[src/rtl/hub_bcast_sched.sv]
// Broadcast read scheduler: walks board_mask lowest-first, issues one read per board and waits for
// its response or a timeout. Optional macro HUB_SCHED_RETRY_EN grants each board one retry.
module hub_bcast_sched #(
  parameter logic [15:0] TIMEOUT_CYCLES = 16'd2000
) (
  input  logic        sysclk,
  input  logic        reset,
  input  logic        start,
  input  logic [15:0] bcast_seq,
  input  logic [15:0] board_mask,
  output logic        req_valid,
  input  logic        req_ready,
  output logic [3:0]  req_board,
  output logic [15:0] req_seq,
  input  logic        resp_valid,
  input  logic [3:0]  resp_board,
  input  logic [15:0] resp_seq,
  output logic        busy,
  output logic        done,
  output logic [15:0] resp_mask,
  output logic [15:0] tmo_mask
);
  typedef enum logic [2:0] {IDLE, ISSUE, WAIT, NEXT, DONE} state_t;

  localparam logic [15:0] TMO_LAST = TIMEOUT_CYCLES - 16'd1;

  state_t      state, state_nxt;
  logic [15:0] pending, pending_nxt;
  logic [3:0]  board_nxt;
  logic [15:0] seq_nxt;
  logic [15:0] timer, timer_nxt;
  logic [15:0] resp_nxt, tmo_nxt;
  logic [15:0] remain;
  logic        match;
`ifdef HUB_SCHED_RETRY_EN
  logic        retried, retried_nxt;
`endif

  function automatic logic [3:0] lowest_set(input logic [15:0] m);
    logic [3:0] idx;
    idx = 4'd0;
    for (int i = 15; i >= 0; i--)
      if (m[i]) idx = 4'(i);
    return idx;
  endfunction

  assign match     = resp_valid && (resp_board == req_board) && (resp_seq == req_seq);
  assign remain    = pending & ~(16'd1 << req_board);
  assign req_valid = (state == ISSUE);
  assign busy      = (state != IDLE);
  assign done      = (state == DONE);

  always_comb begin
    state_nxt   = state;
    pending_nxt = pending;
    board_nxt   = req_board;
    seq_nxt     = req_seq;
    timer_nxt   = timer;
    resp_nxt    = resp_mask;
    tmo_nxt     = tmo_mask;
`ifdef HUB_SCHED_RETRY_EN
    retried_nxt = retried;
`endif
    // A start pulse restarts from scratch regardless of the current state.
    if (start) begin
      seq_nxt     = bcast_seq;
      pending_nxt = board_mask;
      board_nxt   = lowest_set(board_mask);
      resp_nxt    = 16'd0;
      tmo_nxt     = 16'd0;
      timer_nxt   = 16'd0;
`ifdef HUB_SCHED_RETRY_EN
      retried_nxt = 1'b0;
`endif
      state_nxt   = (board_mask != 16'd0) ? ISSUE : DONE;
    end else begin
      case (state)
        IDLE: state_nxt = IDLE;
        ISSUE: begin
          if (req_ready) begin
            timer_nxt = 16'd0;
            state_nxt = WAIT;
          end
        end
        WAIT: begin
          // A response landing on the expiry cycle still counts as answered.
          if (match) begin
            resp_nxt[req_board] = 1'b1;
            state_nxt           = NEXT;
          end else if (timer == TMO_LAST) begin
`ifdef HUB_SCHED_RETRY_EN
            if (!retried) begin
              retried_nxt = 1'b1;
              timer_nxt   = 16'd0;
              state_nxt   = ISSUE;
            end else begin
              tmo_nxt[req_board] = 1'b1;
              state_nxt          = NEXT;
            end
`else
            tmo_nxt[req_board] = 1'b1;
            state_nxt          = NEXT;
`endif
          end else begin
            timer_nxt = timer + 16'd1;
          end
        end
        NEXT: begin
          pending_nxt = remain;
`ifdef HUB_SCHED_RETRY_EN
          retried_nxt = 1'b0;
`endif
          if (remain != 16'd0) begin
            board_nxt = lowest_set(remain);
            state_nxt = ISSUE;
          end else begin
            state_nxt = DONE;
          end
        end
        DONE:    state_nxt = IDLE;
        default: state_nxt = IDLE;
      endcase
    end
  end

  always_ff @(posedge sysclk or negedge reset) begin
    if (!reset) begin
      state     <= IDLE;
      pending   <= 16'd0;
      req_board <= 4'd0;
      req_seq   <= 16'd0;
      timer     <= 16'd0;
      resp_mask <= 16'd0;
      tmo_mask  <= 16'd0;
`ifdef HUB_SCHED_RETRY_EN
      retried   <= 1'b0;
`endif
    end else begin
      state     <= state_nxt;
      pending   <= pending_nxt;
      req_board <= board_nxt;
      req_seq   <= seq_nxt;
      timer     <= timer_nxt;
      resp_mask <= resp_nxt;
      tmo_mask  <= tmo_nxt;
`ifdef HUB_SCHED_RETRY_EN
      retried   <= retried_nxt;
`endif
    end
  end

endmodule

[config.mk]
export PLATFORM = sky130hd
export DESIGN_NAME = hub_bcast_sched
export DESIGN_NICKNAME = d
export VERILOG_FILES = /design/src/rtl/hub_bcast_sched.sv
export SDC_FILE = /design/constraint.sdc
export NUM_CORES = 1
export LEC_CHECK = 0
export ABC_AREA = 1
export BUFFER_PORTS_ARGS = -buffer_cell sky130_fd_sc_hd__buf_2
export CAP_MARGIN = 40
export CORE_ASPECT_RATIO = 1.4
export CORE_MARGIN = 10
export CORE_UTILIZATION = 49
export DETAILED_ROUTE_END_ITERATION = 8
export PLACE_DENSITY = 0.83
export SETUP_SLACK_MARGIN = 0.15
export SLEW_MARGIN = 10
export SYNTH_ARGS = -nofsm -noshare
export SYNTH_HDL_FRONTEND = slang
export SYNTH_SLANG_ARGS = --single-unit
[constraint.sdc]
create_clock -name sysclk -period 1.7 [get_ports sysclk]
set_input_delay 0.34 -clock sysclk [delete_from_list [all_inputs] [get_ports sysclk]]
set_output_delay 0.34 -clock sysclk [all_outputs]
set_load 0.01 [all_outputs]
---- Word level (Yosys, flattened, before mapping) ----
Cells that the tools add are included.
cells by class
  add/sub/neg operators ................... 1
  order comparisons ....................... 2
  eq/ne operators ......................... 12
  shifts and indexed selects .............. 1
  muxes and demuxes ....................... 58
  bitwise operators ....................... 4
  reductions and logical operators ........ 17
operators with widths
  cell                                                                                  count
  16-bit 2-to-1 mux                                                                     13
  4-bit 2-to-1 mux                                                                      35
  16-bit OR                                                                             2
  16-bit case mux with 2 select lines                                                   1
  16-bit nonzero test                                                                   2
  3-bit 2-to-1 mux                                                                      6
  16-bit by 1-bit adder with 16-bit output (second input constant)                      1
  16-bit AND                                                                            1
  16-bit by 11-bit == test with 1-bit output (second input constant)                    1
  16-bit == test                                                                        1
  16-bit NOT                                                                            1
  1-bit by 4-bit << shifter with 16-bit output (first input constant)                   1
  2-bit nonzero test                                                                    5
  3-bit case mux with 3 select lines                                                    1
  3-bit by 2-bit == test with 1-bit output (second input constant)                      2
  3-bit != test (second input constant)                                                 2
  2-bit AND reduction                                                                   3
  3-bit nonzero test                                                                    2
  4-bit by 5-bit < comparator with 1-bit output (second input constant)                 1
  1-bit demux with 4-bit select                                                         1
  4-bit == test                                                                         1
  4-bit by 1-bit greater-or-equal comparator with 1-bit output (second input constant)  1
  4-bit != test (second input constant)                                                 1
  4-bit AND reduction                                                                   1
  7 further kinds                                                                       9
storage, ports and cells
  bits in registers ....................... 87
  input bits .............................. 57
  output and inout port bits .............. 55
  word-level logic and storage cells ...... 102

---- Depth between registers and ports, before layout ----
  depth in word-level cells ............... 22
  depth in mapped cells ................... 20
  mapped depth without buffers ............ 20

---- Least setup slack after synthesis ----
No wires, ideal clock.
  path kind ............................... register to register
  start point ............................. register timer[0]
  end point ............................... register tmo_mask[0]
  library setup time ...................... 0.078 ns
  data arrival time ....................... 1.709 ns
  data required time ...................... 1.622 ns
  setup slack ............................. -0.087 ns
  cell stages (with the launch flop) ...... 12
  buffers on the path ..................... 0
  clock period less this slack ............ 1.787 ns
  cells stage by stage .................... dfrtp_1 > ha_1 > nand2_1 > nor2_2 > inv_1 > nor4_2 > inv_2 > o21ai_2 > o21ai_4 > inv_4 > nand2_1 > a21oi_1
between the ends
  longest elaborated chain between the ends .. 3
RTL lines
  item                                        line  source
  from (decl)                                 31    logic [15:0] timer, timer_nxt;
  from (signal assigned)                      143   timer <= timer_nxt;
  16-bit by 11-bit == test with 1-bit output  90    end else if (timer == TMO_LAST) begin
  2-bit nonzero test (no line)                -
  3-bit AND reduction (no line)               -
  to (signal assigned)                        145   tmo_mask <= tmo_nxt;
  to (decl)                                   21    output logic [15:0] tmo_mask
Every way passes these cells.
A chain may end at the register's enable or synchronous reset.

---- Worst setup path after layout ----
  start point ............................. register req_board[1]
  end point ............................... register req_board[0]
between the ends
  longest elaborated chain between the ends .. 22
  elaborated cells between the ends (all ways) .. 25
  those cells by class .................... 1 x shift; 19 x mux; 2 x bitwise; 3 x reduce/logical
RTL lines
  item                                            line  source
  from (decl)                                     13    output logic [3:0] req_board,
  from (signal assigned)                          141   req_board <= board_nxt;
  1-bit by 4-bit << shifter with 16-bit output *  48    assign remain = pending & ~(16'd1 << req_board);
  16-bit NOT *                                    48
  16-bit AND *                                    48
  4-bit 2-to-1 mux (16 in series)                 43    if (m[i]) idx = 4'(i);
  4-bit 2-to-1 mux                                113   if (remain != 16'd0) begin
  4-bit 2-to-1 mux                                77    case (state)
  4-bit 2-to-1 mux                                65    if (start) begin
Every way passes the cells marked *; elsewhere a longest branch is shown, timed or not. The select of a mux whose other input is x is not followed.

==> flow_metrics.tcl <==
set metrics [dict create \
    fp.dieArea_mm2 0.0140 \
    dr.pass1.iters 9 \
    synth-simple-area-share_pct 27.6 \
    status "finished with violations" \
    power.net_switching_uw 2150 \
    grt_util_all_layers_pct 25.8 \
    grt_pass1_wl_um 28100 \
    detailed_place_hpwl_um 12600 \
    drcViolationCount 2 \
    yosys.area_share.xor_xnor_pct 2.22 \
    crit_path_cell_trace "inv_4 -> nor2_4 -> nand2_2 -> nand2_2 -> nand2_2 -> nand2_2 -> nand2_2 -> nand2_2 -> nand2_2 -> nand2_1 -> nand2_1 -> nand2_1 -> nand2_1 -> nand2_1 -> nand2_1 -> nand2_1 -> nand2_1 -> nand2_2 -> nand2_2 -> a21oi_2" \
    grt_util_met1_pct 27.3 \
    overflow 0 \
    wl_per_cell_um 20.6 \
    core_mm2 0.00946 \
    drive_gt1_share_pct 47.0 \
    ys_seq_area_share_pct 46.0 \
    gr-usage-met3_pct 5.08 \
    hold_violations 0 \
    placementRows 42 \
    start_kind "flip-flop" \
    avgSynthCellArea_um2 7.50 \
    crit_arrival_ns 2.46 \
    antenna_found_initial 2 \
    fin_area_mm2 0.00737 \
    slew_violations 0 \
    viasPerCell 6.01 \
    hp-class "input port to flip-flop" \
    cp_slowest_stage_delay_ns 0.49 \
    clkPwrFrac_pct 30.6 \
    path_delay_family "simple AND/OR/NAND/NOR gates" \
    clk_pin_slew_worst_paths_ns 0.06 \
    worstMarginPinSlew_ns 0.507 \
    die_w_um 103 \
    drt_iter0_drc 637 \
    cts_buffers 9 \
    ys_seq_elements 87 \
    final_cells 1000 \
    synth_cell_types 40 \
    synth_top_area_cell "dfrtp_1" \
    syn_area_mm2 0.00473 \
    tns_ns -18.01 \
    root_buffer "clkbuf_16" \
    synth_flop_cell "dfrtp_1" \
    wl_um 20600 \
    synthMuxAreaShare_pct 0 \
    rsz0062_at_grt "yes" \
    period_minus_slack_ns 2.19 \
    ant_nets 0 \
    setup_ws_ns -0.492 \
    synth.top_cells.by_area "dfrtp_1 46%, nand2_1 13%, nor2_1 5.8%, inv_1 5.5%, o21ai_0 4.4%" \
    vias 6007 \
    port_buffers 111 \
    fin_skew_ns 0.00775 \
    synthesis.nets 689 \
    yosysWarnings 0 \
    grt_pass1_vias 5785 \
    area_growth_pct 55.7 \
    crit_path_frequent_cell "nand2_2" \
    p_int_uw 4210 \
    power.leakage_uw 0.00368 \
    synth_top_family_by_area "simple AND/OR/NAND/NOR gates" \
    path_class "flip-flop to flip-flop" \
    async_flop_share_pct 100 \
    endpoint_kind "flip-flop" \
    cts_tree "built" \
    worst-path-buf-inv 1 \
    power_frac_seq_pct 37.2 \
    drv_cap 0 \
    yosys.area_share.adder_pct 0.264 \
    start_util_pct 50.1 \
    critPathSlowestCell "dfrtp_2" \
    cts_sinks 87 \
    nets 942 \
    switching_share_pct 33.8 \
    dp.cells 959 \
    p_per_area_mw_per_mm2 863 \
    place_area_mm2 0.00641 \
    violations "design-rule violations, negative setup slack" \
    synthTopCellsByCount "163 x nand2_1, 87 x dfrtp_1, 73 x nor2_1" \
    synth_compound_area_share_pct 15.2 \
    fin_crit_sh_pct 129 \
    pwr-share-comb_pct 32.2 \
    place_congestion 0.991 \
    cts_max_level 3 \
    netlist_instances 631 \
    busiest_layer "met2" \
    synth_enable_flop_cells 0 \
    yosysTopAreaCellShare_pct 46.0 \
    crit_required_ns 1.97 \
    vdd_drop_max_v 0.000877 \
    grt_start_max_net_pins 50 \
    synth_most_common_cell "nand2_1" \
    dieHeight_um 136 \
    clk_latency_ns 0.36 \
    boundaryPins 112 \
    cts_buffer_depth 2 \
    setup_viol 57 \
    met2_usage_pct 45.2 \
    fmaxAchievable_mhz 456 \
    crit_fanout 5 \
    slew_headroom_pct 66.2 \
]
-- cell type report --
type                       count  area, µm²
sequential                    87       2180
timing repair buffer         261       1790
clock inverter                 4       47.5
inverter                      87        342
fill                         558       2090
multi-input combinational    438       2630
antenna                        2       5.00
tap                          110        138
clock buffer                  11        233
-- final timing paths --
kind                       slack [ns]                         to  cells after the start                      from
setup / recovery                -0.49   req_board[0]$_DFFE_PN0P_                     20  req_board[1]$_DFFE_PN0P_
hold / removal                   0.18    req_seq[14]$_DFFE_PN0P_                      3             bcast_seq[14]
setup reg to reg                -0.49   req_board[0]$_DFFE_PN0P_                     20  req_board[1]$_DFFE_PN0P_
hold reg to reg                  0.49   tmo_mask[15]$_DFFE_PN0P_                      1  tmo_mask[15]$_DFFE_PN0P_
max in group asynchronous        0.67  resp_mask[10]$_DFFE_PN0P_                      3                     reset
min in group asynchronous        0.45     req_seq[0]$_DFFE_PN0P_                      2                     reset
-- metrics by stage --
step | hold WS (ns) | setup WS [ns] | power, µW | utilization (%)
2_1_floorplan | 0.0444 | -0.0399 | 3050 | -
6_report | 0.180 | -0.492 | 6360 | 77.9
3_3_place_gp | 0.279 | -0.225 | 3820 | 67.8
4_1_cts | 0.192 | -0.248 | 5950 | 73.7
5_1_grt | 0.197 | -0.587 | 6570 | 77.9
3_5_place_dp | 0.277 | -0.245 | 3870 | 67.8
-- power groups by stage --
stage	logic [µW]	registers, µW	clock network (µW)
after floorplan	672	2370	0
after global placement	1480	2350	0
after detailed placement	1520	2350	0
after CTS	1690	2330	1930
after global routing	2160	2380	2040
final	2050	2370	1950
-- tightest hold or removal path, stage by stage --
cell,delay [ns]
buf_2,0.07
nand2_1,0.04
nand2_1,0.05
-- kinds of logic (layout without fill, tap and decap cells) --
group / after synthesis / after routing
and+or+nand+nor: 307 / 307
adders and majority gates: 1 / 1
DFF: 87 / 87
AOI/OAI and AO/OA: 118 / 118
other: 0 / 2
xor gates and xnor gates: 12 / 12
buffers and inverters: 106 / 363
-- registers in the layout (all words and copies together), names as in the netlist --
register,count
state,3
req_board,4
pending,16
req_seq,16
resp_mask,16
timer,16
tmo_mask,16
-- cells in the final DEF, fill, tap and decap left out, types with 3 or more instances in the layout --
cell / count
nand2_4: 6
xor2_1: 12
o21ai_1: 15
nor2_2: 18
nor3_4: 5
o211ai_1: 6
o221ai_1: 9
inv_4: 3
inv_2: 22
nor3_1: 6
o21ai_0: 26
nand2_2: 31
or2_2: 3
a21oi_1: 15
clkbuf_16: 10
dfrtp_1: 83
buf_6: 10
inv_1: 61
nand4_1: 13
nor2_4: 14
dfrtp_2: 4
nand3_2: 4
a21oi_2: 12
nor2_1: 53
o21ai_4: 4
o21a_1: 9
o21ai_2: 5
buf_12: 4
a31oi_1: 5
nand3_1: 17
nand2_1: 126
buf_4: 136
nor4_1: 3
buf_2: 109
-- layer usage --
metal | part of all wire [%] | vias up
met5 | 0 | -
met1 | 33 | 2841
li1 | - | 2560
met3 | 8.6 | 169
met4 | 8.5 | 0
met2 | 50 | 437
-- repair_timing --
item	4_1_cts	5_1_grt
gates cloned	0	1
pin swaps	13	17
setup buffers	13	9
gates resized for setup	49	86
hold buffers	1	0
endpoints found under the hold margin	20	0
setup endpoints to repair	57	74
Power figures use the tool's default switching activity.
